--- config.mk ---
export PLATFORM = sky130hd
export DESIGN_NAME = keypad_scanner_flat
export DESIGN_NICKNAME = d
export VERILOG_FILES = /design/src/rtl/keypad_pkg.sv /design/src/rtl/keypad_scanner_if.sv /design/src/rtl/keypad_sync.sv /design/src/rtl/keypad_scanner.sv /design/src/flat_wrapper.sv
export SDC_FILE = /design/constraint.sdc
export NUM_CORES = 1
export LEC_CHECK = 0
export ABC_AREA = 1
export ABC_CLOCK_PERIOD_IN_PS = 1600
export BUFFER_PORTS_ARGS = -buffer_cell sky130_fd_sc_hd__buf_4
export CELL_PAD_IN_SITES_DETAIL_PLACEMENT = 1
export CELL_PAD_IN_SITES_GLOBAL_PLACEMENT = 1
export CORE_AREA = 2 2 86 88
export CTS_CLUSTER_SIZE = 24
export DETAILED_ROUTE_END_ITERATION = 10
export DIE_AREA = 0 0 88 90
export GPL_TIMING_DRIVEN = 0
export PLACE_DENSITY = 0.85
export SLEW_MARGIN = 20
export SYNTH_ARGS = -nofsm -noshare
export SYNTH_HDL_FRONTEND = slang
export SYNTH_SLANG_ARGS = --single-unit
--- constraint.sdc ---
create_clock -name clk -period 1.6 [get_ports clk]
set_input_delay 0.08 -clock clk [delete_from_list [all_inputs] [get_ports clk]]
set_output_delay 0.08 -clock clk [all_outputs]
set_load 0.1 [all_outputs]
--- src/rtl/keypad_pkg.sv ---
// Shared types and constants for the 4x4 keypad scanner.
package keypad_pkg;

   localparam int unsigned KEY_W              = 4;
   localparam int unsigned ROWS               = 4;
   localparam int unsigned COLS               = 4;
   localparam int unsigned SCAN_DIV_DEF       = 50000;
   localparam int unsigned DEBOUNCE_SCANS_DEF = 4;

   typedef enum logic [1:0] {
      SCAN,
      DEBOUNCE,
      HOLD
   } state_t;

endpackage

--- src/rtl/keypad_scanner_if.sv ---
// Keypad-side and result signals of the keypad scanner.
interface keypad_scanner_if;
   import keypad_pkg::*;

   logic [COLS-1:0]  col_n;
   logic             clr;
   logic [ROWS-1:0]  row_n;
   logic             key_valid;
   logic [KEY_W-1:0] key_code;
   logic             key_down;
   logic [31:0]      entry_data;

   modport master (
      input  col_n, clr,
      output row_n, key_valid, key_code, key_down, entry_data
   );

   modport slave (
      output col_n, clr,
      input  row_n, key_valid, key_code, key_down, entry_data
   );

endinterface

--- src/rtl/keypad_sync.sv ---
// Two-flop synchronizer for the asynchronous keypad column lines.
module keypad_sync
   import keypad_pkg::*;
(
   input  logic            clk,
   input  logic            rst,
   input  logic [COLS-1:0] d,
   output logic [COLS-1:0] q
);

   logic [COLS-1:0] meta_q;
   logic [COLS-1:0] sync_q;

   always_ff @(posedge clk or negedge rst) begin
      if (!rst) begin
         meta_q <= '0;
         sync_q <= '0;
      end else begin
         meta_q <= d;
         sync_q <= meta_q;
      end
   end

   assign q = sync_q;

endmodule

--- src/rtl/keypad_scanner.sv ---
// 4x4 keypad row scanner with debounce and single-shot press reporting.
// Define KEYPAD_ACCUM_EN to shift accepted digits into entry_data (clr clears it).
module keypad_scanner
   import keypad_pkg::*;
#(
   parameter int unsigned SCAN_DIV       = SCAN_DIV_DEF,
   parameter int unsigned DEBOUNCE_SCANS = DEBOUNCE_SCANS_DEF
) (
   input  logic             clk,
   input  logic             rst,
   keypad_scanner_if.master kp
);

   localparam int unsigned     DivW   = (SCAN_DIV > 1) ? $clog2(SCAN_DIV) : 1;
   localparam logic [DivW-1:0] DivMax = DivW'(SCAN_DIV - 1);
   localparam logic [3:0]      DbMax  = 4'(DEBOUNCE_SCANS);

   logic [DivW-1:0]  div_q, div_d;
   logic             tick;
   logic [COLS-1:0]  col_s;
   state_t           state_q, state_d;
   logic [1:0]       row_q, row_d;
   logic [3:0]       cnt_q, cnt_d;
   logic [KEY_W-1:0] cand_q, cand_d;
   logic [KEY_W-1:0] code_q, code_d;
   logic             valid_q, valid_d;
   logic             down_q, down_d;
   logic             adv_q, adv_d;
   logic             present;
   logic [1:0]       col_idx;
   logic [KEY_W-1:0] code_now;

   keypad_sync u_sync (
      .clk (clk),
      .rst (rst),
      .d   (kp.col_n),
      .q   (col_s)
   );

   assign tick  = (div_q == DivMax);
   assign div_d = tick ? '0 : div_q + 1'b1;

   // Lowest-index low column wins.
   always_comb begin
      col_idx = 2'd0;
      for (int i = int'(COLS) - 1; i >= 0; i--) begin
         if (!col_s[i]) col_idx = 2'(i);
      end
   end

   assign present  = ~&col_s;
   assign code_now = {row_q, col_idx};

   always_comb begin
      state_d = state_q;
      row_d   = row_q;
      cnt_d   = cnt_q;
      cand_d  = cand_q;
      code_d  = code_q;
      valid_d = 1'b0;
      down_d  = down_q;
      adv_d   = adv_q;
      if (tick) begin
         case (state_q)
            SCAN: begin
               // adv_q forces one row step after an aborted debounce.
               if (present && !adv_q) begin
                  cand_d  = code_now;
                  cnt_d   = 4'd1;
                  state_d = DEBOUNCE;
               end else begin
                  row_d = row_q + 2'd1;
                  adv_d = 1'b0;
               end
            end
            DEBOUNCE: begin
               if (present && (code_now == cand_q)) begin
                  cnt_d = cnt_q + 4'd1;
                  if (cnt_q + 4'd1 == DbMax) begin
                     cnt_d   = '0;
                     state_d = HOLD;
                     valid_d = 1'b1;
                     code_d  = cand_q;
                     down_d  = 1'b1;
                  end
               end else begin
                  state_d = SCAN;
                  adv_d   = 1'b1;
               end
            end
            HOLD: begin
               if (present) begin
                  cnt_d = '0;
               end else if (cnt_q + 4'd1 == DbMax) begin
                  cnt_d   = '0;
                  state_d = SCAN;
                  down_d  = 1'b0;
               end else begin
                  cnt_d = cnt_q + 4'd1;
               end
            end
            default: state_d = SCAN;
         endcase
      end
   end

   always_ff @(posedge clk or negedge rst) begin
      if (!rst) begin
         div_q   <= '0;
         state_q <= SCAN;
         row_q   <= 2'd0;
         cnt_q   <= '0;
         cand_q  <= '0;
         code_q  <= '0;
         valid_q <= 1'b0;
         down_q  <= 1'b0;
         adv_q   <= 1'b0;
      end else begin
         div_q   <= div_d;
         state_q <= state_d;
         row_q   <= row_d;
         cnt_q   <= cnt_d;
         cand_q  <= cand_d;
         code_q  <= code_d;
         valid_q <= valid_d;
         down_q  <= down_d;
         adv_q   <= adv_d;
      end
   end

   assign kp.row_n     = ~(4'b0001 << row_q);
   assign kp.key_valid = valid_q;
   assign kp.key_code  = code_q;
   assign kp.key_down  = down_q;

`ifdef KEYPAD_ACCUM_EN
   logic [31:0] entry_q, entry_d;

   always_comb begin
      entry_d = entry_q;
      if (valid_q) begin
         entry_d = kp.clr ? {{(32-KEY_W){1'b0}}, code_q} : {entry_q[31-KEY_W:0], code_q};
      end else if (kp.clr) begin
         entry_d = '0;
      end
   end

   always_ff @(posedge clk or negedge rst) begin
      if (!rst) entry_q <= '0;
      else      entry_q <= entry_d;
   end

   assign kp.entry_data = entry_q;
`else
   assign kp.entry_data = {{(32-KEY_W){1'b0}}, code_q};
`endif

endmodule

--- src/flat_wrapper.sv ---
// flat-port wrapper written by rule: the top's interface ports become plain ports
module keypad_scanner_flat import keypad_pkg::*;
#(
   parameter int unsigned SCAN_DIV       = SCAN_DIV_DEF,
   parameter int unsigned DEBOUNCE_SCANS = DEBOUNCE_SCANS_DEF
)
  (clk, rst, kp_col_n, kp_clr, kp_row_n, kp_key_valid, kp_key_code, kp_key_down, kp_entry_data);
  keypad_scanner_if kp_i ();
  input  logic clk;
  input  logic rst;
  input wire logic [$bits(kp_i.col_n)-1:0] kp_col_n;
  input wire logic [$bits(kp_i.clr)-1:0] kp_clr;
  output wire logic [$bits(kp_i.row_n)-1:0] kp_row_n;
  output wire logic [$bits(kp_i.key_valid)-1:0] kp_key_valid;
  output wire logic [$bits(kp_i.key_code)-1:0] kp_key_code;
  output wire logic [$bits(kp_i.key_down)-1:0] kp_key_down;
  output wire logic [$bits(kp_i.entry_data)-1:0] kp_entry_data;
  assign kp_i.col_n = kp_col_n;
  assign kp_i.clr = kp_clr;
  assign kp_row_n = kp_i.row_n;
  assign kp_key_valid = kp_i.key_valid;
  assign kp_key_code = kp_i.key_code;
  assign kp_key_down = kp_i.key_down;
  assign kp_entry_data = kp_i.entry_data;
  keypad_scanner #(.SCAN_DIV(SCAN_DIV), .DEBOUNCE_SCANS(DEBOUNCE_SCANS)) u_core (.clk(clk), .rst(rst), .kp(kp_i));
endmodule
# --- Word-level counts from Yosys, hierarchy flattened ---
# Cells that the tools add are included.
classes:
  n_addsub: 3
  eq_ne: 13
  shift: 1
  muxes: 28
  bitwise_logic: 2
  n_reduce_logical: 16
op_table:
  columns: ["operator", "count"]
  rows:
  - ["$mux 2", 9]
  - ["$add 16x1->16 const B", 1]
  - ["$eq 16x16->1 const B", 1]
  - ["$mux 16", 1]
  - ["$mux 4", 4]
  - ["$reduce_and 4->1", 4]
  - ["$pmux 4 s3", 1]
  - ["$mux 1", 10]
  - ["$ne 2x1->1 const B", 5]
  - ["$pmux 2 s3", 1]
  - ["$reduce_and 3->1", 2]
  - ["$reduce_and 6->1", 1]
  - ["$reduce_and 5->1", 1]
  - ["$add 4x1->4 const B", 1]
  - ["$eq 4x3->1 const B", 1]
  - ["$eq 4x4->1", 1]
  - ["$ne 2x2->1 const B", 2]
  - ["$not 4->4", 1]
  - ["$pmux 1 s2", 2]
  - ["$reduce_bool 2->1", 2]
  - ["$shl 1x2->4 const A", 1]
  - ["$ne 3x3->1 const B", 1]
  - ["$reduce_bool 3->1", 1]
  - ["$add 2x1->2 const B", 1]
  - ["6 further kinds", 8]
totals:
  regBits: 43
  input_bits: 7
  output_inout_bits: 42
  word_cells: 74

# --- Depth between registers and ports, before layout ---
# Gate-level depths: netlist (run 1).
depth:
  depth_word: 9
  ltp_mapped: 13
  depth_no_buf: 13

# --- Modules after synthesis ---
# Synthesis (run 1) repeated with hierarchy kept, for this count alone.
hier_totals:
  hier_cells: 301
  area_unflattened_um2: 2511.2
by_module_without_submodules:
  columns: ["module", "instances", "cells_per_inst", "area_each_um2", "seq_area_each_um2"]
  rows:
  - ["keypad_scanner", 1, 293, 2311.0, 875.8]
  - ["keypad_sync", 1, 8, 200.2, 200.2]

# --- Least setup slack after synthesis (run 1) ---
# No wires, ideal clock.
synth_path:
  path_kind: "reg-to-reg"
  start: "register u_core.state_q[0]"
  end: "register u_core.cnt_q[0]"
  setup_ns: 0.121
  t_arrival_ns: 1.477
  required_time_ns: 1.479
  slack_ns: 0.002
  path_stages_with_launch: 9
  path_buffers: 0
  period_less_slack_ns: 1.598
  cell_sequence: "dfrtp_1 inv_1 ha_1 inv_1 nor3_1 o21bai_1 nand3_2 nand2_1 o21ai_1"
synth_between:
  elab_chain_len: 3
  elab_cells_between_ends: 8
  cone_classes: "eq/ne: 4; mux: 1; reduce/logical: 3"
synth_rtl:
  columns: ["item", "line", "text"]
  rows:
  - ["start: declaration", "keypad_scanner.sv:21", "state_t state_q, state_d;"]
  - ["start signal: assignment", "keypad_scanner.sv:120", "state_q <= state_d;"]
  - ["$eq 2x1->1, or another cell as far along", "keypad_scanner.sv:64", "case (state_q)"]
  - ["$ne 2x1->1 (no source line) / $reduce_bool 3->1 (equally long branches)", null, null]
  - ["$reduce_and 4->1 (no source line)", null, null]
  - ["end signal: assignment", "keypad_scanner.sv:122", "cnt_q <= cnt_d;"]
  - ["end: declaration", "keypad_scanner.sv:23", "logic [3:0] cnt_q, cnt_d;"]
# Several ways; a longest one is shown, not always the timed one.
# A chain may end at the register's enable or synchronous reset.

# --- Worst setup path after layout (run 1) ---
layout_path:
  start: "register u_core.div_q[0]"
  end: "register u_core.div_q[15]"
layout_between:
  elab_chain_len: 2
  elab_cells_between_ends: 3
  cone_classes: "add/sub: 1; eq/ne: 1; mux: 1"
layout_rtl:
  columns: ["item", "line", "text"]
  rows:
  - ["start: declaration", "keypad_scanner.sv:18", "logic [DivW-1:0] div_q, div_d;"]
  - ["start signal: assignment", "keypad_scanner.sv:119", "div_q <= div_d;"]
  - ["$add 16x1->16 / $eq 16x16->1 (equally long branches)", "keypad_scanner.sv:41, keypad_scanner.sv:40", null]
  - ["$mux 16 *", "keypad_scanner.sv:41", "assign div_d = tick ? '0 : div_q + 1'b1;"]
  - ["net u_core.div_d[15]", "keypad_scanner.sv:18", null]
# The timed path passes the listed nets; every way through them passes the cells marked *.

==> results of run 1 <==
critical path: stages, from the launching register on:
cell and delay [ns]:
dfrtp_1 0.39, buf_4 0.13, nand3_1 0.11, nor2_2 0.16, nand2_1 0.11, nor2_1 0.22, nand3_1 0.15, xor2_1 0.17
nor2_1 0.15
repair_timing:
action | CTS | global route
gates cloned | 0 | 0
hold endpoints to repair | 47 | 0
pin swaps | 5 | 21
gates resized for setup | 29 | 46
buffers inserted | 7 | 19
setup endpoints to repair | 24 | 21
hold buffers | 5 | 0
Yosys cell counts:
library cell / n / share of area (%)
nand2_1: 68 / 10
xor2_1: 9 / 3.2
inv_1: 41 / 6.2
nand2_2: 1 / 0.25
or2_0: 1 / 0.25
nand3_1: 12 / 2.4
inv_2: 2 / 0.30
xnor2_1: 1 / 0.36
nor3_2: 1 / 0.41
o21ai_2: 1 / 0.36
a211oi_1: 1 / 0.30
o21ai_0: 5 / 1.0
nor3_1: 4 / 0.81
nor2_2: 4 / 1.0
nor4_1: 1 / 0.25
nand3b_1: 3 / 0.91
nand2_4: 1 / 0.46
conb_1: 1 / 0.15
nor2_1: 32 / 4.9
o21ai_1: 6 / 1.2
o21bai_1: 1 / 0.30
buf_4: 32 / 9.7
a21oi_1: 4 / 0.81
or2_2: 1 / 0.25
nand3_2: 4 / 1.6
nor4_4: 1 / 0.86
ha_1: 10 / 5.1
nand4_1: 10 / 2.5
dfrtp_1: 43 / 44
metal layers:
metal / up-vias / wire length [µm] / share of wire, % / global-route usage (%)
met4: 0 / 114 / 1.7 / 4.36
met2: 41 / 3660 / 54 / 27.6
met5: - / 0 / 0 / 0
li1: 1051 / - / - / -
met3: 14 / 222 / 3.2 / 4.59
met1: 1070 / 2840 / 42 / 18.5
sequential cells by signal (all words and copies together) (netlist names):
name and count:
u_core.div_q 16, u_core.cand_q 4, u_core.cnt_q 4, u_core.kp.key_code 4, u_core.u_sync.meta_q 4, u_core.u_sync.q 4
u_core.row_q 2, u_core.state_q 2, u_core.adv_q 1, u_core.kp.key_down 1, u_core.kp.key_valid 1
worst paths after layout:
path                                               from                  to  slack (ns)  cells past startpoint
min in group clk                u_core.u_sync.meta_q[1]  u_core.u_sync.q[1]        0.36                      0
max in group asynchronous                           rst     u_core.row_q[0]        0.89                      2
worst min-delay path                                rst     u_core.div_q[0]        0.30                      2
worst min register to register  u_core.u_sync.meta_q[1]  u_core.u_sync.q[1]        0.36                      0
worst max-delay path                    u_core.div_q[0]    u_core.div_q[15]       -0.07                      8
worst max register to register          u_core.div_q[0]    u_core.div_q[15]       -0.07                      8
final cells by class:
| class | count | share of cell area [%] |
|---|---|---|
| multi-input combinational | 210 | 38.5 |
| sequential | 43 | 30.9 |
| timing repair buffer | 50 | 11.6 |
| buffer | 32 | 6.90 |
| inverter | 43 | 4.71 |
| tap | 99 | 3.56 |
| clock buffer | 6 | 2.08 |
| clock inverter | 2 | 1.72 |
per-stage QoR:
step	power (mW)	setup slack (ns)	util [%]
floorplan	1.48	0.00232	-
global placement	1.51	-0.192	40.4
detailed placement	1.52	-0.272	40.4
CTS	2.55	0.00502	45.2
global route	2.64	-0.186	49.6
finish	2.55	-0.0732	49.6
cells by family (layout without fill, tap and decap cells):
kind of cell / count (synthesis) / after routing / synth area share [%]
adder cells (fa/ha/maj): 10 / 10 / 5.07
other: 1 / 28 / 0.152
flip-flops: 43 / 43 / 43.6
AO/OA/AOI/OAI: 18 / 18 / 4.01
AND/OR/NAND/NOR: 144 / 144 / 27.3
XOR/XNOR: 10 / 10 / 3.55
buffers and inverters: 75 / 133 / 16.3
cell usage in the layout, fill, tap and decap left out, types with 2 or more instances in the layout:
| cell type | Yosys | routed |
|---|---|---|
| buf_6 | 0 | 4 |
| a21oi_1 | 4 | 4 |
| dlygate4sd3_1 | 0 | 5 |
| nand2_1 | 68 | 54 |
| nand3_4 | 0 | 6 |
| o21ai_0 | 5 | 2 |
| o21ai_1 | 6 | 8 |
| ha_2 | 0 | 2 |
| nand3_1 | 12 | 9 |
| nor2_4 | 0 | 10 |
| dfrtp_1 | 43 | 42 |
| nand2_4 | 1 | 3 |
| inv_1 | 41 | 35 |
| clkbuf_8 | 0 | 5 |
| nor3_1 | 4 | 2 |
| nor2_2 | 4 | 5 |
| nor2_1 | 32 | 21 |
| buf_4 | 32 | 73 |
| ha_1 | 10 | 6 |
| xor2_1 | 9 | 9 |
| bufinv_16 | 0 | 2 |
| nand3b_1 | 3 | 3 |
| nor3_4 | 0 | 2 |
| nand4_1 | 10 | 10 |
| ha_4 | 0 | 2 |
| nand2_2 | 1 | 13 |
| conb_1 | 1 | 28 |
| o21ai_2 | 1 | 2 |
| inv_2 | 2 | 7 |
power breakdown:
group,internal (mW),switching [mW]
Clock,0.624,0.394
Sequential,1.10,0.00775
Combinational,0.0765,0.349
Total,1.80,0.751
==> results.sh, run 1 <==
export IMPL_status="complete, but fails checks"
export IMPL_violations="negative setup slack"
export IMPL_synthDistinctLibCells=29
export IMPL_clkSinkCount=43
export IMPL_syn2layout_area_growth_pct=41.2
export IMPL_setup_tns_ns=-0.0770
export IMPL_fillCellCount=828
export IMPL_path_clk_slew_ns=0.08
export IMPL_ys_ff_latch=43
export IMPL_setup_violations_final=2
export IMPL_drive_above_1_share_pct=37.3
export IMPL_via_per_inst=4.49
export IMPL_vias=2176
export IMPL_syn_inst=301
export IMPL_portBuffers=19
export IMPL_grtUsageTotal_pct=15.8
export IMPL_start_kind="register"
export IMPL_cp_required_ns=1.82
export IMPL_cap_violations=0
export IMPL_tightestPinTransition_ns=0.555
export IMPL_first_pass_iters=4
export IMPL_gp_congestion=0.804
export IMPL_chipWidth_um=88
export IMPL_finClkSkew_ns=0.0109
export IMPL_stdcell_area_um2=3480
export IMPL_h_tree_depth=2
export IMPL_root_buffer="clkbuf_8"
export IMPL_yosys_warnings=0
export IMPL_crit_fanout=2
export IMPL_grt_pass1_wl_um=9930
export IMPL_maxSlewViolCount=0
export IMPL_fin_crit_ns=1.67
export IMPL_clock_latency_ns=0.31
export IMPL_core_area_um2=7020
export IMPL_wl_per_cell_um=14.1
export IMPL_end_kind="register"
export IMPL_timing_fmax_mhz=598
export IMPL_die_y_um=90
export IMPL_synth_area_um2=2470
export IMPL_relSlewSlack_pct=63.0
export IMPL_hp_class="input port to async pin"
export IMPL_fin_hold_ws_ns=0.303
export IMPL_nets=402
export IMPL_initial_utilization_pct=35.1
export IMPL_drc=0
export IMPL_final_hold_viol_count=0
export IMPL_diodes=0
export IMPL_timing_final_ws_setup_ns=-0.0732
export IMPL_clockBufferDepth=2
export IMPL_irDropWorstVdd_mv=0.323
export IMPL_drtIter0Drc=64
export IMPL_antenna_found_initial=0
export IMPL_multi_input_area_um2=1340
export IMPL_rsz0062_at_grt="true"
export IMPL_p_leak_nw=1.77
export IMPL_routed_wl_um=6840
export IMPL_die_area_um2=7920
export IMPL_seq_area_um2=1080
export IMPL_tritoncts="done"
export IMPL_fin_crit_sh_pct=105
export IMPL_crit_type="register to register"
export IMPL_syn_area_per_cell_um2=8.19
export IMPL_rows=31
export IMPL_critPathArrivalTime_ns=1.90
export IMPL_numCtsBuffers=5
export IMPL_dp_final_hpwl_um=4070
export IMPL_cellPowerDensity_nw_per_um2=732
export IMPL_grt_remaining_overflow=0
export IMPL_dpl_instance_area_um2=2830
export IMPL_grt_start_max_net_pins=44
export IMPL_first_global_vias=2108
export IMPL_numPlacedInstances=446
export IMPL_io_pins=49
export IMPL_synth_seq_area_share_pct=43.6
export IMPL_fin_cells=485
export IMPL_postRouteAntennaNets=0
Note: power is estimated with default switching activity, not from simulation.
==> inputs of run 2 (changes only) <==
Settings changed: BUFFER_PORTS_ARGS -buffer_cell sky130_fd_sc_hd__buf_4 to -buffer_cell sky130_fd_sc_hd__buf_2, SYNTH_HIERARCHICAL from default to 1.
==> run 2 against run 1 <==
Net effect:
- the run still ends with negative setup slack left
- clock skew decreased by 0.0041 ns
- register-to-register slack improved by 0.02 ns
- setup slack better by 0.017 ns
- first-iteration DRC count rose by 13%
- critical path type unchanged
- largest cell class unchanged
- largest power group unchanged
- highest routed layer unchanged
==> results.sh, run 2 <==
export IMPL_vias=2144
export IMPL_end_kind="register"
export IMPL_fillCellCount=851
export IMPL_synth_area_top_cells="dfrtp_1 (43%), buf_4 (9.6%), nand2_1 (9.3%), inv_1 (7.3%), ha_1 (5.5%)"
export IMPL_irDropWorstVdd_mv=0.317
export IMPL_maxSlewViolCount=0
export IMPL_gp_congestion=0.793
export IMPL_routed_wl_um=6500
export IMPL_core_area_um2=7020
export IMPL_yosysTopAreaCell="dfrtp_1"
export IMPL_grt_start_max_net_pins=44
export IMPL_syn_area_per_cell_um2=8.34
export IMPL_final_hold_viol_count=0
export IMPL_cap_violations=0
export IMPL_io_pins=49
export IMPL_nets=406
export IMPL_synth_area_um2=2510
export IMPL_grtUsageTotal_pct=16.3
export IMPL_drive_above_1_share_pct=39.3
export IMPL_yosysTopAreaCellShare_pct=42.9
export IMPL_reg2reg_to="u_core/kp.key_down"
export IMPL_cellPowerDensity_nw_per_um2=698
export IMPL_hold_depth=0
export IMPL_yosysMostFrequentCell="nand2_1"
export IMPL_wl_per_cell_um=13.3
export IMPL_via_per_inst=4.39
export IMPL_antenna_found_initial=0
export IMPL_rsz0062_at_grt="true"
export IMPL_portBuffers=19
export IMPL_largest_register_ffs=16
export IMPL_cp_slowest_cell="dfrtp_1"
export IMPL_path_clk_slew_ns=0.09
export IMPL_synth_common_cells="nand2_1 (62), inv_1 (49), dfrtp_1 (43), buf_4 (32), nor2_1 (22)"
export IMPL_seq_area_um2=1080
export IMPL_multi_input_area_um2=1290
export IMPL_status="complete, but fails checks"
export IMPL_synthFlopType="dfrtp_1"
export IMPL_reg2reg_from="u_core/div_q[1]"
export IMPL_grt_remaining_overflow=0
export IMPL_grt_pass1_wl_um=10100
export IMPL_place_ws_ns=-0.144
export IMPL_most_common_layout_cells="buf_4 (60), nand2_1 (48), inv_1 (46)"
export IMPL_drc=0
export IMPL_synthDistinctLibCells=24
export IMPL_syn2layout_area_growth_pct=35.8
export IMPL_finClkSkew_ns=0.00689
export IMPL_critPathArrivalTime_ns=1.85
export IMPL_clockBufferDepth=2
export IMPL_die_y_um=90
export IMPL_drtIter0Drc=72
export IMPL_cpPeakStageDelay_ns=0.36
export IMPL_worstPathCellList="ha_2 > nand2_2 > nor2_4 > nand3_4 > inv_2 > nand2_4 > nor2_4 > nand2_2 > a21oi_2 > a21oi_2"
export IMPL_tritoncts="done"
export IMPL_initial_utilization_pct=35.8
export IMPL_synth_seq_area_share_pct=42.9
export IMPL_start_kind="register"
export IMPL_p_leak_nw=1.83
export IMPL_rows=31
export IMPL_timing_fmax_mhz=604
export IMPL_startpoint="u_core/div_q[1]"
export IMPL_root_buffer="clkbuf_8"
export IMPL_crit_fanout=5
export IMPL_setup_violations_final=14
export IMPL_postRouteAntennaNets=0
export IMPL_hp_class="register to register"
export IMPL_fin_crit_sh_pct=104
export IMPL_final_common_cell="buf_4"
export IMPL_violations="negative setup slack"
export IMPL_diodes=0
export IMPL_die_area_um2=7920
export IMPL_fin_hold_ws_ns=0.352
export IMPL_relSlewSlack_pct=34.6
export IMPL_tightestPinTransition_ns=0.982
export IMPL_clkSinkCount=43
export IMPL_h_tree_depth=2
export IMPL_first_pass_iters=4
export IMPL_dp_final_hpwl_um=3890
export IMPL_largest_register="u_core/div_q"
export IMPL_first_global_vias=2122
export IMPL_async_reset_ff_share_pct=100
export IMPL_yosys_warnings=6
export IMPL_synth_edf_count=0
export IMPL_ff2ff_path_depth=10
export IMPL_syn_inst=301
export IMPL_cp_required_ns=1.79
export IMPL_chipWidth_um=88
export IMPL_ys_ff_latch=43
export IMPL_timing_final_ws_setup_ns=-0.0565
export IMPL_numCtsBuffers=5
export IMPL_crit_path_end="u_core/kp.key_down"
export IMPL_r2r_setup_slack_ns=-0.06
export IMPL_crit_type="register to register"
export IMPL_fin_crit_ns=1.66
export IMPL_clock_latency_ns=0.31
-- run 2: critical path: cells and delay by family (launching register included) --
family | cells | cell delay [ns]
AOI/OAI and AO/OA | 2 | 0.19
adders and majority gates | 1 | 0.19
buffers and inverters | 1 | 0.09
DFF | 1 | 0.36
and+or+nand+nor | 6 | 0.71
-- run 2: routing by layer --
metal	vias up	wire, µm	GRT usage [%]
met5	-	0	0
met4	0	118	5.38
met3	11	191	3.12
met2	41	3550	30.1
met1	1051	2640	18.2
li1	1041	-	-
-- run 2: final cells by class --
type	count	share of cell area, %
Timing Repair Buffer	53	11.1
Clock buffer	5	2.02
Clock inverter	3	1.28
Tap cell	99	3.63
Inverter	49	5.39
Sequential cell	43	31.6
Multi-Input combinational cell	204	37.9
Buffer	32	7.05
-- run 2: cells by family after synthesis --
family	synth area share, %
and+or+nand+nor	25.0
buffers and inverters	16.9
DFF	42.8
AOI/OAI and AO/OA	6.88
adders and majority gates	5.48
xor gates and xnor gates	2.79
other	0.149
-- run 2: worst min-delay path by stage --
stage / slack (ns) / to / start
3_5_place_dp: 0.19 / u_core/u_sync/meta_q[1] / kp_col_n[1]
5_1_grt: 0.36 / u_core/u_sync/q[1] / u_core/u_sync/meta_q[1]
2_1_floorplan: -0.22 / u_core/adv_q / rst
6_report: 0.35 / u_core/u_sync/q[2] / u_core/u_sync/meta_q[2]
3_3_place_gp: 0.19 / u_core/u_sync/meta_q[3] / kp_col_n[3]
4_1_cts: 0.36 / u_core/u_sync/q[3] / u_core/u_sync/meta_q[3]
-- run 2: what timing repair did --
| action | 4_1_cts | 5_1_grt |
|---|---|---|
| pin swaps | 8 | 16 |
| setup endpoints to repair | 23 | 30 |
| hold endpoints to repair | 47 | 0 |
| gates resized for setup | 22 | 39 |
| hold buffers | 5 | 0 |
| setup buffers | 12 | 17 |
-- run 2: metrics by stage --
stage | setup TNS [ns] | total power, mW | std cells | util, % | cell area, µm²
detailed placement | -1.76 | 1.51 | 446 | 40.3 | 2830
global placement | -0.469 | 1.51 | 446 | 40.3 | 2830
finish | -0.266 | 2.38 | 488 | 48.6 | 3410
floorplan | 0 | 1.48 | 328 | - | 2610
CTS | -0.0631 | 2.39 | 471 | 45.1 | 3170
global route | -2.71 | 2.46 | 488 | 48.6 | 3410
-- run 2: where the power goes --
part           total (mW)  switching [mW]  internal [mW]  leakage [nW]
Clock               0.869           0.404          0.465        0.0581
Sequential           1.10         0.00481           1.10         0.565
Combinational       0.409           0.342         0.0670          1.21
==> inputs of run 3 (changes only) <==
Settings changed: CORE_AREA 2 2 86 88 to 2 2 79 96, DIE_AREA 0 0 88 90 to 0 0 81 98.
==> run 3 against run 2 <==
Net effect:
- the flow still finishes with violations (negative setup slack)
- register-to-register slack got worse by 0.05 ns
- final cell count fell by 4.5%
- routed wire length fell by 8.8%
- critical path depth did not move
- die area rose by 0.23%
- critical endpoint is now u_core/cnt_q[0]
- largest cell class unchanged
- largest power group unchanged
- highest routed layer unchanged
==> results.sh, run 3 (synthesis results as in run 2) <==
export IMPL_status="complete, but fails checks"
export IMPL_violations="negative setup slack"
export IMPL_start_kind="register"
export IMPL_io_pins=49
export IMPL_p_leak_nw=1.77
export IMPL_worstPathCellList="ha_4 > nand2_4 > nor2_4 > nand3_4 > nor2_4 > nand2_4 > nor2_4 > nand3_1 > nand2_1 > inv_1"
export IMPL_numCtsBuffers=5
export IMPL_final_common_cell="nand2_1"
export IMPL_antenna_found_initial=0
export IMPL_critPathArrivalTime_ns=1.90
export IMPL_timing_final_ws_setup_ns=-0.105
export IMPL_chipWidth_um=81
export IMPL_initial_utilization_pct=35.6
export IMPL_fillCellCount=862
export IMPL_wl_per_cell_um=12.7
export IMPL_irDropWorstVdd_mv=0.323
export IMPL_largest_register_ffs=16
export IMPL_drtIter0Drc=60
export IMPL_clockPowerShare_pct=35.9
export IMPL_portBuffers=19
export IMPL_maxSlewViolCount=0
export IMPL_grtUsageMet2_pct=28.6
export IMPL_pwr_share_seq_pct=46.4
export IMPL_grt_start_max_net_pins=44
export IMPL_grt_most_used_layer="met2"
export IMPL_clockBufferDepth=2
export IMPL_via_per_inst=4.43
export IMPL_gp_congestion=0.773
export IMPL_stdcell_area_um2=3310
export IMPL_dpl_instance_area_um2=2820
export IMPL_crit_fanout=4
export IMPL_r2r_setup_slack_ns=-0.11
export IMPL_rows=34
export IMPL_postRouteAntennaNets=0
export IMPL_crit_type="register to register"
export IMPL_end_kind="register"
export IMPL_first_pass_iters=4
export IMPL_core_area_um2=7060
export IMPL_cp_required_ns=1.79
export IMPL_timing_fmax_mhz=586
export IMPL_most_common_layout_cells="nand2_1 (52), inv_1 (45), buf_4 (45)"
export IMPL_drive_above_1_share_pct=35.4
export IMPL_rsz0062_at_grt="true"
export IMPL_finClkSkew_ns=0.00855
export IMPL_dp_final_hpwl_um=3840
export IMPL_nets=393
export IMPL_fin_crit_ns=1.71
export IMPL_met1_usage_pct=15.7
export IMPL_p_sw_uw=736
export IMPL_fin_cells=466
export IMPL_vias=2065
export IMPL_intPower_mw=1.64
export IMPL_first_global_vias=2159
export IMPL_final_hold_viol_count=0
export IMPL_path_clk_slew_ns=0.09
export IMPL_diodes=0
export IMPL_hp_class="input port to async pin"
export IMPL_tritoncts="done"
export IMPL_die_area_um2=7940
export IMPL_clkSinkCount=43
export IMPL_setup_violations_final=5
export IMPL_cap_violations=0
export IMPL_cpMostUsedCell="nor2_4"
export IMPL_fin_crit_sh_pct=107
export IMPL_h_tree_depth=2
export IMPL_comb_power_share_pct=17.7
export IMPL_cpPeakStageDelay_ns=0.41
export IMPL_setup_tns_ns=-0.371
export IMPL_grt_pass1_wl_um=9440
export IMPL_numPlacedInstances=437
export IMPL_grt_remaining_overflow=0
export IMPL_root_buffer="clkbuf_8"
export IMPL_cellPowerDensity_nw_per_um2=717
export IMPL_grtUsageTotal_pct=15.0
export IMPL_cp_slowest_cell="dfrtp_1"
export IMPL_die_y_um=98
export IMPL_groute_layer_met3_usage_pct=2.96
export IMPL_drc=0
export IMPL_routed_wl_um=5930
export IMPL_clock_latency_ns=0.30
export IMPL_largest_register="u_core/div_q"
export IMPL_swShare_pct=31.0
export IMPL_syn2layout_area_growth_pct=31.8
run 3: critical path, delay by kind of cell, from the launching register on:
kind                       cells  cell delay [ns]
buffers and inverters          1             0.04
and+or+nand+nor                8             0.99
adders and majority gates      1             0.17
DFF                            1             0.41
run 3: metrics by stage:
| stage | worst slack [ns] | util (%) | total power [mW] | hold slack, ns |
|---|---|---|---|---|
| 6_report | -0.105 | 46.9 | 2.37 | 0.191 |
| 4_1_cts | -0.0575 | 43.7 | 2.39 | 0.367 |
| 3_5_place_dp | -0.143 | 39.9 | 1.51 | 0.190 |
| 2_1_floorplan | 0.0752 | - | 1.48 | -0.216 |
| 3_3_place_gp | -0.0748 | 39.9 | 1.51 | 0.190 |
| 5_1_grt | -0.179 | 46.9 | 2.47 | 0.211 |
run 3: worst paths after layout:
check,startpoint,cells after the start,end
max reg2reg,u_core/div_q[0],10,u_core/cnt_q[0]
min reg2reg,u_core/u_sync/meta_q[0],0,u_core/u_sync/q[0]
max,u_core/div_q[0],10,u_core/cnt_q[0]
min in group clk,u_core/u_sync/meta_q[0],0,u_core/u_sync/q[0]
min,rst,2,u_core/div_q[15]
max in group asynchronous,rst,3,u_core/row_q[0]
run 3: final cells by class:
class	count	area, µm²	area share (%)
Tap cell	90	113	3.40
Inverter	49	186	5.63
Sequential cell	43	1080	32.6
Clock inverter	3	43.8	1.32
Clock buffer	5	68.8	2.08
Buffer	32	240	7.26
Timing Repair Buffer	40	288	8.69
Multi-Input combinational cell	204	1290	39.0
run 3: repair_timing:
action	CTS	global route
hold buffers	5	0
resized for setup	14	41
hold endpoints to repair	47	0
buffers inserted	7	8
endpoints found under the setup margin	21	29
pin swaps	6	11
gates cloned	0	0
run 3: per-layer routing:
metal  vias to the layer above  routed length [µm]  part of all wire [%]
li1                       1021                   -                     -
met1                       989                2260                    38
met2                        38                3310                    56
met3                        17                 198                   3.3
met4                         0                 161                   2.7
met5                         -                   0                     0
run 3: power by group through the flow:
stage | Sequential (mW) | Combinational (mW) | Clock (mW)
3_5_place_dp | 1.12 | 0.391 | 0
3_3_place_gp | 1.12 | 0.388 | 0
4_1_cts | 1.10 | 0.404 | 0.884
6_report | 1.10 | 0.419 | 0.851
2_1_floorplan | 1.12 | 0.356 | 0
5_1_grt | 1.10 | 0.438 | 0.927
